==> config.mk <==
export PLATFORM = sky130hd
export DESIGN_NAME = am_lock_rx
export DESIGN_NICKNAME = d
export VERILOG_FILES = /design/src/rtl/am_lock_rx.sv
export SDC_FILE = /design/constraint.sdc
export NUM_CORES = 1
export LEC_CHECK = 0
export BUFFER_PORTS_ARGS = -buffer_cell sky130_fd_sc_hd__buf_2
export CAP_MARGIN = 30
export CORE_MARGIN = 2
export CORE_UTILIZATION = 44
export DETAILED_ROUTE_END_ITERATION = 10
export PLACE_DENSITY = 0.77
export SYNTH_ARGS = -nofsm -noshare
export SYNTH_HDL_FRONTEND = slang
export SYNTH_SLANG_ARGS = --single-unit
==> constraint.sdc <==
create_clock -name clk -period 3.7 [get_ports clk]
set_clock_uncertainty 0.05 [all_clocks]
set_input_delay 0.74 -clock clk [delete_from_list [all_inputs] [get_ports clk]]
set_output_delay 0.74 -clock clk [all_outputs]
set_load 0.01 [all_outputs]
==> src/rtl/am_lock_rx.sv <==
// -----------------------------------------------------------------------------
// am_lock_rx
// Receive-side alignment marker lock for one 40GBASE-R PCS lane. It searches
// the (unscrambled) 66b block stream for any of the four lane markers. It
// acquires lock once a second marker with the same lane id arrives exactly one
// marker period later. While locked it flags every marker slot so that
// downstream deskew logic can read the lane id and strip the marker.
//
// Ports
//   clk, reset     : clock, asynchronous active-high reset
//   block_lock_i   : block sync lock for this lane (0 forces loss of lock)
//   valid_i        : head_i/data_i carry a block this cycle
//   head_i, data_i : sync header and block payload
//   valid_o        : registered valid_i
//   head_o, data_o : registered block (held while valid_i is 0)
//   marker_v_o     : output block is an alignment marker slot
//   lock_o         : marker lock acquired
//   lane_o         : captured lane id (meaningful while lock_o is 1)
// -----------------------------------------------------------------------------
module am_lock_rx #(
   parameter int                DATA_W    = 64,
   parameter int                HEAD_W    = 2,
   parameter int                LANE_N    = 4,
   parameter int                LANE_W    = $clog2(LANE_N),
   parameter int                AM_GAP    = 16384,
   parameter int                INV_MAX   = 4,
   parameter logic [HEAD_W-1:0] CTRL_HEAD = 2'b10
) (
   input  logic              clk,
   input  logic              reset,
   input  logic              block_lock_i,
   input  logic              valid_i,
   input  logic [HEAD_W-1:0] head_i,
   input  logic [DATA_W-1:0] data_i,
   output logic              valid_o,
   output logic [HEAD_W-1:0] head_o,
   output logic [DATA_W-1:0] data_o,
   output logic              marker_v_o,
   output logic              lock_o,
   output logic [LANE_W-1:0] lane_o
);

   localparam int CNT_W = $clog2(AM_GAP);
   localparam int INV_W = $clog2(INV_MAX + 1);

   typedef enum logic [1:0] {
      ST_UNLOCKED = 2'd0,
      ST_FIRST    = 2'd1,
      ST_LOCKED   = 2'd2
   } state_t;

   // Marker bytes packed as {M2, M1, M0}: byte 0 sits in the LSBs of the payload.
   function automatic logic [23:0] am_value(input int lane);
      logic [23:0] v;
      case (lane)
         32'sd0:  v = 24'h477690;
         32'sd1:  v = 24'hE6C4F0;
         32'sd2:  v = 24'h9B65C5;
         32'sd3:  v = 24'h3D79A2;
         default: v = 24'h000000;
      endcase
      return v;
   endfunction

   // Bytes 0..2 carry the marker, bytes 4..6 its complement; BIP bytes 3 and 7 are ignored.
   function automatic logic is_marker(input logic [HEAD_W-1:0] head,
                                      input logic [DATA_W-1:0] data,
                                      input int                lane);
      logic [23:0] m;
      m = am_value(lane);
      return (head == CTRL_HEAD) && (data[23:0] == m) && (data[55:32] == ~m);
   endfunction

   state_t            r_state;
   logic [CNT_W-1:0]  r_cnt;
   logic [INV_W-1:0]  r_inv;
   logic [LANE_W-1:0] r_lane;
   logic              r_valid;
   logic [HEAD_W-1:0] r_head;
   logic [DATA_W-1:0] r_data;
   logic              r_marker_v;
   logic              r_lock;

   logic [LANE_N-1:0] w_match_vec;
   logic              w_any_match;
   logic [LANE_W-1:0] w_match_id;
   logic              w_id_match;
   logic              w_slot;

   for (genvar k = 0; k < LANE_N; k++) begin : g_match
      assign w_match_vec[k] = is_marker(head_i, data_i, k);
   end

   // Lane id of the matching marker; marker encodings are mutually exclusive,
   // so OR-ing the one-hot hits yields the id directly.
   always_comb begin
      w_match_id  = {LANE_W{1'b0}};
      w_any_match = |w_match_vec;
      for (int k = 0; k < LANE_N; k++) begin
         w_match_id = w_match_id | (LANE_W'(k) & {LANE_W{w_match_vec[k]}});
      end
   end

   assign w_id_match = w_match_vec[r_lane];
   assign w_slot     = valid_i && (r_cnt == CNT_W'(AM_GAP - 1));

   // Lock state machine, block counter and registered outputs.
   always_ff @(posedge clk or posedge reset) begin
      if (reset) begin
         r_state    <= ST_UNLOCKED;
         r_cnt      <= {CNT_W{1'b0}};
         r_inv      <= {INV_W{1'b0}};
         r_lane     <= {LANE_W{1'b0}};
         r_valid    <= 1'b0;
         r_head     <= {HEAD_W{1'b0}};
         r_data     <= {DATA_W{1'b0}};
         r_marker_v <= 1'b0;
         r_lock     <= 1'b0;
      end else begin
         r_valid    <= valid_i;
         r_marker_v <= 1'b0;
         if (valid_i) begin
            r_head <= head_i;
            r_data <= data_i;
         end
         if (!block_lock_i) begin
            r_state <= ST_UNLOCKED;
            r_cnt   <= {CNT_W{1'b0}};
            r_inv   <= {INV_W{1'b0}};
            r_lock  <= 1'b0;
         end else if (valid_i) begin
            case (r_state)
               ST_UNLOCKED: begin
                  if (w_any_match) begin
                     r_lane  <= w_match_id;
                     r_cnt   <= {CNT_W{1'b0}};
                     r_state <= ST_FIRST;
                  end
               end
               ST_FIRST: begin
                  if (w_slot) begin
                     r_cnt <= {CNT_W{1'b0}};
                     if (w_id_match) begin
                        r_state    <= ST_LOCKED;
                        r_inv      <= {INV_W{1'b0}};
                        r_lock     <= 1'b1;
                        r_marker_v <= 1'b1;
                     end else begin
                        // the failing block is deliberately not retried as a first marker
                        r_state <= ST_UNLOCKED;
                     end
                  end else begin
                     r_cnt <= r_cnt + CNT_W'(1);
                  end
               end
               ST_LOCKED: begin
                  if (w_slot) begin
                     r_cnt      <= {CNT_W{1'b0}};
                     r_marker_v <= 1'b1;
                     if (w_id_match) begin
                        r_inv <= {INV_W{1'b0}};
                     end else if (r_inv == INV_W'(INV_MAX - 1)) begin
                        r_state <= ST_UNLOCKED;
                        r_inv   <= {INV_W{1'b0}};
                        r_lock  <= 1'b0;
                     end else begin
                        r_inv <= r_inv + INV_W'(1);
                     end
                  end else begin
                     r_cnt <= r_cnt + CNT_W'(1);
                  end
               end
               default: begin
                  r_state <= ST_UNLOCKED;
                  r_cnt   <= {CNT_W{1'b0}};
                  r_inv   <= {INV_W{1'b0}};
                  r_lock  <= 1'b0;
               end
            endcase
         end
      end
   end

   assign valid_o    = r_valid;
   assign head_o     = r_head;
   assign data_o     = r_data;
   assign marker_v_o = r_marker_v;
   assign lock_o     = r_lock;
   assign lane_o     = r_lane;

endmodule

## After elaboration in Yosys (flattened, before gate mapping)

Index checks and enable logic that the tools add are counted.

- Register bits after elaboration: 90
- Bits of input ports: 70
- Output and inout port bits: 71
- Logic and storage cells: 90

- $add $sub $neg: 2
- Magnitude comparators: 1
- Eq/ne operators: 21
- Multiplexer cells: 38
- Bitwise operators: 2
- Reductions and logical operators: 17

Operators with widths:

| kind | count |
|---|---|
| equality test 24 bit, second input constant | 4 |
| 2-to-1 mux 14 bit | 4 |
| equality test 24 x 23 -> 1 bit, second input constant | 2 |
| case mux 14 bit (2 select lines) | 1 |
| equality test 24 x 21 -> 1 bit, second input constant | 1 |
| equality test 24 x 22 -> 1 bit, second input constant | 1 |
| 2-to-1 mux 3 bit | 7 |
| != test 3 bit, second input constant | 6 |
| 2-to-1 mux 2 bit | 8 |
| adder 14 x 1 -> 14 bit, second input constant | 1 |
| equality test 14 bit, second input constant | 1 |
| 2-to-1 mux 1 bit | 13 |
| logical AND 1 bit | 9 |
| case mux 3 bit (3 select lines) | 1 |
| AND reduction 7 bit | 1 |
| case mux 2 bit (3 select lines) | 1 |
| AND reduction 6 bit | 1 |
| AND reduction 5 bit | 1 |
| equality test 2 bit, second input constant | 2 |
| AND reduction 4 bit | 1 |
| OR reduction 4 bit | 1 |
| adder 3 x 1 -> 3 bit, second input constant | 1 |
| equality test 3 x 2 -> 1 bit, second input constant | 1 |
| < comparator 2 x 3 -> 1 bit, second input constant | 1 |
| 11 further kinds | 11 |

## Longest topological paths before layout

- Depth after elaboration: 10
- Depth in mapped cells: 9
- Depth with buffers taken out: 8

## Least setup slack after synthesis

Ideal clock, no wire load.

- Kind: input port to flip-flop
- Start: input data_i[39]
- End: register r_state[1]
- Library setup time: 128 ps
- Data arrival time: 2378 ps
- Data required time: 3522 ps
- Setup slack: 1144 ps
- Cell stages on the path: 7
- Buffers on the path: 0
- Cell sequence: and4bb_2 nand3_4 nor4_4 nor2_1 and4b_1 a211oi_2 mux2_1

- Longest elaborated chain between the ends: 9
- Elaborated cells between the ends (all ways): 19
- Those cells by class: eq/ne (6); mux (7); reduce/logical (6)

Ends and longest elaborated chain:

| element | RTL line | RTL |
|---|---|---|
| start: declaration | 34 | `input logic [DATA_W-1:0] data_i,` |
| equality test 24 bit (tied with other cells) | 71 | `return (head == CTRL_HEAD) && (data[23:0] == m) && (data[55:32] == ~m);` |
| logical AND 1 bit | 71 |  |
| binary-select mux 1 bit (select 2 bit) | 104 | `assign w_id_match = w_match_vec[r_lane];` |
| 2-to-1 mux 1 bit (not written as such) | 104 |  |
| 2-to-1 mux 2 bit | 143 | `if (w_id_match) begin` |
| 2-to-1 mux 2 bit | 141 | `if (w_slot) begin` |
| case mux 2 bit (3 select lines) | 132 | `case (r_state)` |
| 2-to-1 mux 2 bit | 131 | `end else if (valid_i) begin` |
| 2-to-1 mux 2 bit | 126 | `if (!block_lock_i) begin` |
| end signal: assignment | 127 | `r_state <= ST_UNLOCKED;` |
| end signal: assignment | 137 | `r_state <= ST_FIRST;` |
| end signal: assignment | 144 | `r_state <= ST_LOCKED;` |
| end: declaration | 74 | `state_t r_state;` |

Several ways; a longest one is shown, not always the timed one. The select of a mux whose other input is x is not followed.
A chain may end at the register's enable or synchronous reset.

## Worst setup path in the final report

- Start: input head_i[1]
- End: register r_cnt[2]

- Longest elaborated chain between the ends: 6
- Elaborated cells between the ends (all ways): 12
- Those cells by class: eq/ne (2); reduce/logical (10)

Ends and longest elaborated chain:

| element | RTL line | RTL |
|---|---|---|
| start: declaration | 33 | `input logic [HEAD_W-1:0] head_i,` |
| equality test 2 bit (*) | 71 |  |
| logical AND 1 bit (2 in a row) | 71 |  |
| OR reduction 4 bit (*) | 98 | `w_any_match = \|w_match_vec;` |
| != test 3 bit (no source line) (*) | n/a |  |
| AND reduction 2 bit (no source line) (*) | n/a |  |
| end signal: assignment | 111 | `r_cnt <= {CNT_W{1'b0}};` |
| end signal: assignment | 128 | `r_cnt <= {CNT_W{1'b0}};` |
| end signal: assignment | 136 | `r_cnt <= {CNT_W{1'b0}};` |
| end: declaration | 75 | `logic [CNT_W-1:0] r_cnt;` |

Mark *: on every way between the ends. The rest lies on a longest branch, timed or not.

==> run metrics <==
post-CTS resize count=0; total track usage=0.213; GP Congestion=0.855; Crit Path Class=in -> reg; DP Cell Count=622; most frequent cells in the layout=140 x buf_2, 90 x dfrtp_1, 66 x mux2_2, 17 x nand2_1, 16 x nor2_1; clk sink count=90; first-pass GRT wire length=18600 um; WP data required=3.89 ns; Int Power=1680 uW; startpoint types=primary input; crit-path cells=buf_2 > and4bb_2 > nand4_1 > nor2_1 > o21a_1 > o41ai_2 > or2_1 > o21ai_1; layout cell share with drive strength beyond 1=0.489; DR vias/cell=5.50; NetSw=668 uW; chip height=104 um; vias in the first global route=3743; CP Max Fanout=12; Reg2Reg Depth=6; Synth cell types=56; die footprint=10800 um2; crit end category=register; worst-case clock buffer depth=2; r2r startpoint=r_cnt[0]$_DFFE_PP0P_; Seq/Total Area, Yosys=0.512; final wirelength=11000 um; main flop type after synthesis=dfrtp_1; switching share of total power=0.285; diode count=0; Post-Layout Cell Count=638; post-route setup slack=1.04 ns; CP peak stage delay=0.76 ns; VDD IR-drop max=0.324 mV; Avg WL per Cell=17.3 um; # hold bufs at CTS=0; Crit-path slowest cell=o41ai_2; setup TNS=0 ns; Synth Cell Area=4400 um2; most common cell after layout, fill and taps aside=buf_2; IO buf count=140; FFs w/ async S/R, synth=1.00; Initial Utilization=0.453; Routed Antenna Nets=0; clock network latency to the later pin of the worst-skew pair=0.37 ns; leakage=0.00251 uW; HPWL Detailed=8430 um; status=finished clean; post-place setup slack=0.704 ns; Vias=3512; Period minus WS final=2.66 ns; EDFF count, synth=0; Power Density=429 nW/um2; Final period util=0.718; Final Hold Viols=0; Setup-failing EPs final=0; TritonCTS clock tree=yes; syn_nets=438; setup bufs post-CTS=0; 1st-iter DRT viols=200; first-pass detailed-route iteration total=4; GRT overflow=0; Mean Syn Cell Area=12.2 um2; H-tree depth=3; Yosys warnings=0; worst hold slack=0.360 ns; DRC=0; worst r2r dst=r_cnt[2]$_DFFE_PP0P_; Fmax=0.377 GHz; Std-Cell Rows=36; relative slew slack=0.364; Nets=576; combinational share of power=0.198; CP arrival=2.85 ns; R2R Setup Slk=1.11 ns; WP buf/inv=1; Seq pwr share=0.472; Top-Level Pins=141; initial antenna violation count=0; CTS Root Cell=clkbuf_8; largest net degree at the start of global routing=68; Core ar.=9730 um2; MaxCap Viol Count=0; TritonCTS buffer count=9; synth-to-layout area growth=24.1%; Cells after Synth=362; clock share of power=0.331; CTS clk-pin slew, worst paths=0.10 ns; Setup crit start=head_i[1]; type of the tightest min-delay check=in -> async; final design utilization=0.561; Die X=104 um; Max Slew Vio Count=0; Seq cells post-synth=90; RSZ-0062 raised after global routing=no; CP delay by family, top=compound AO/OA/AOI/OAI gates; Worst-Margin Slew=0.944 ns
==> worst register-to-register path: cells and delay by family (launching register included) <==
kind / cells / cell delay [ns]
compound gates: 1 / 0.14
simple gates: 4 / 1.60
fa+ha+maj: 1 / 0.25
flops: 1 / 0.42
==> power by group through the flow <==
stage	Clock [uW]	Sequential, uW	Combinational (uW)
6_report	775	1110	464
5_1_grt	825	1120	512
4_1_cts	789	1110	467
3_5_place_dp	0	1120	466
3_3_place_gp	0	1120	452
2_1_floorplan	0	1160	250
==> stage by stage <==
| step | power (uW) | area, um2 |
|---|---|---|
| 6_report | 2340 | 5460 |
| 5_1_grt | 2450 | 5460 |
| 4_1_cts | 2360 | 5460 |
| 3_5_place_dp | 1590 | 5230 |
| 3_3_place_gp | 1570 | 5230 |
| 2_1_floorplan | 1410 | 4400 |
==> state kept, by name (all words and copies together), names as in the netlist <==
name        count
r_state         2
r_cnt          14
marker_v_o      1
head_o          2
lock_o          1
r_inv           3
valid_o         1
lane_o          2
data_o         64
==> final cells by class <==
class / count / area [um2]
Inverter: 8 / 31.3
Clock buffer: 10 / 138
Fill cell: 854 / 4270
Timing Repair Buffer: 145 / 738
Clock inverter: 6 / 96.3
Tap cell: 133 / 166
Multi-Input combinational cell: 246 / 2040
Sequential cell: 90 / 2250
==> layer usage <==
metal,part of all wire,routed length [um],vias to the layer above,track usage
met5,0,0,-,0
met4,0.015,162,0,0.0647
met3,0.072,795,14,0.0739
met2,0.51,5600,116,0.357
met1,0.41,4470,1745,0.260
li1,-,-,1637,-
==> cell usage after synthesis, types with 4 or more instances <==
master	count	area share
mux2_2	66	0.17
nand2b_1	4	0.0057
clkbuf_1	9	0.0077
dfrtp_1	90	0.51
and3_1	5	0.0071
nor3b_1	4	0.0068
and4bb_2	8	0.023
ha_1	6	0.017
buf_2	4	0.0045
o21ai_1	7	0.0080
nand3_1	14	0.016
nand4_1	8	0.011
o211ai_1	10	0.017
nor3_1	4	0.0045
nor2_1	16	0.014
nand2_1	17	0.014
and4b_1	5	0.011
a31oi_1	5	0.0071
a21oi_1	9	0.010
nor2b_1	4	0.0057
inv_1	8	0.0068
==> kinds of logic after synthesis <==
logic type | count (synthesis) | synth area share
mux | 70 | 0.178
simple gates | 117 | 0.183
compound gates | 53 | 0.0835
fa+ha+maj | 6 | 0.0170
buf+inv | 26 | 0.0267
flops | 90 | 0.512
==> how the worst max path moves through the flow <==
stage,to,slack (ns),cells after the start
global placement,r_state[1]$_DFFE_PP0P_,0.77,8
CTS,r_cnt[2]$_DFFE_PP0P_,1.10,8
finish,r_cnt[2]$_DFFE_PP0P_,1.04,8
detailed placement,r_cnt[11]$_DFFE_PP0P_,0.70,8
floorplan,data_o[0]$_DFFE_PP0P_,0.57,1
global route,r_cnt[13]$_DFFE_PP0P_,0.87,8
No activity file was read; power rests on OpenSTA's default activity.
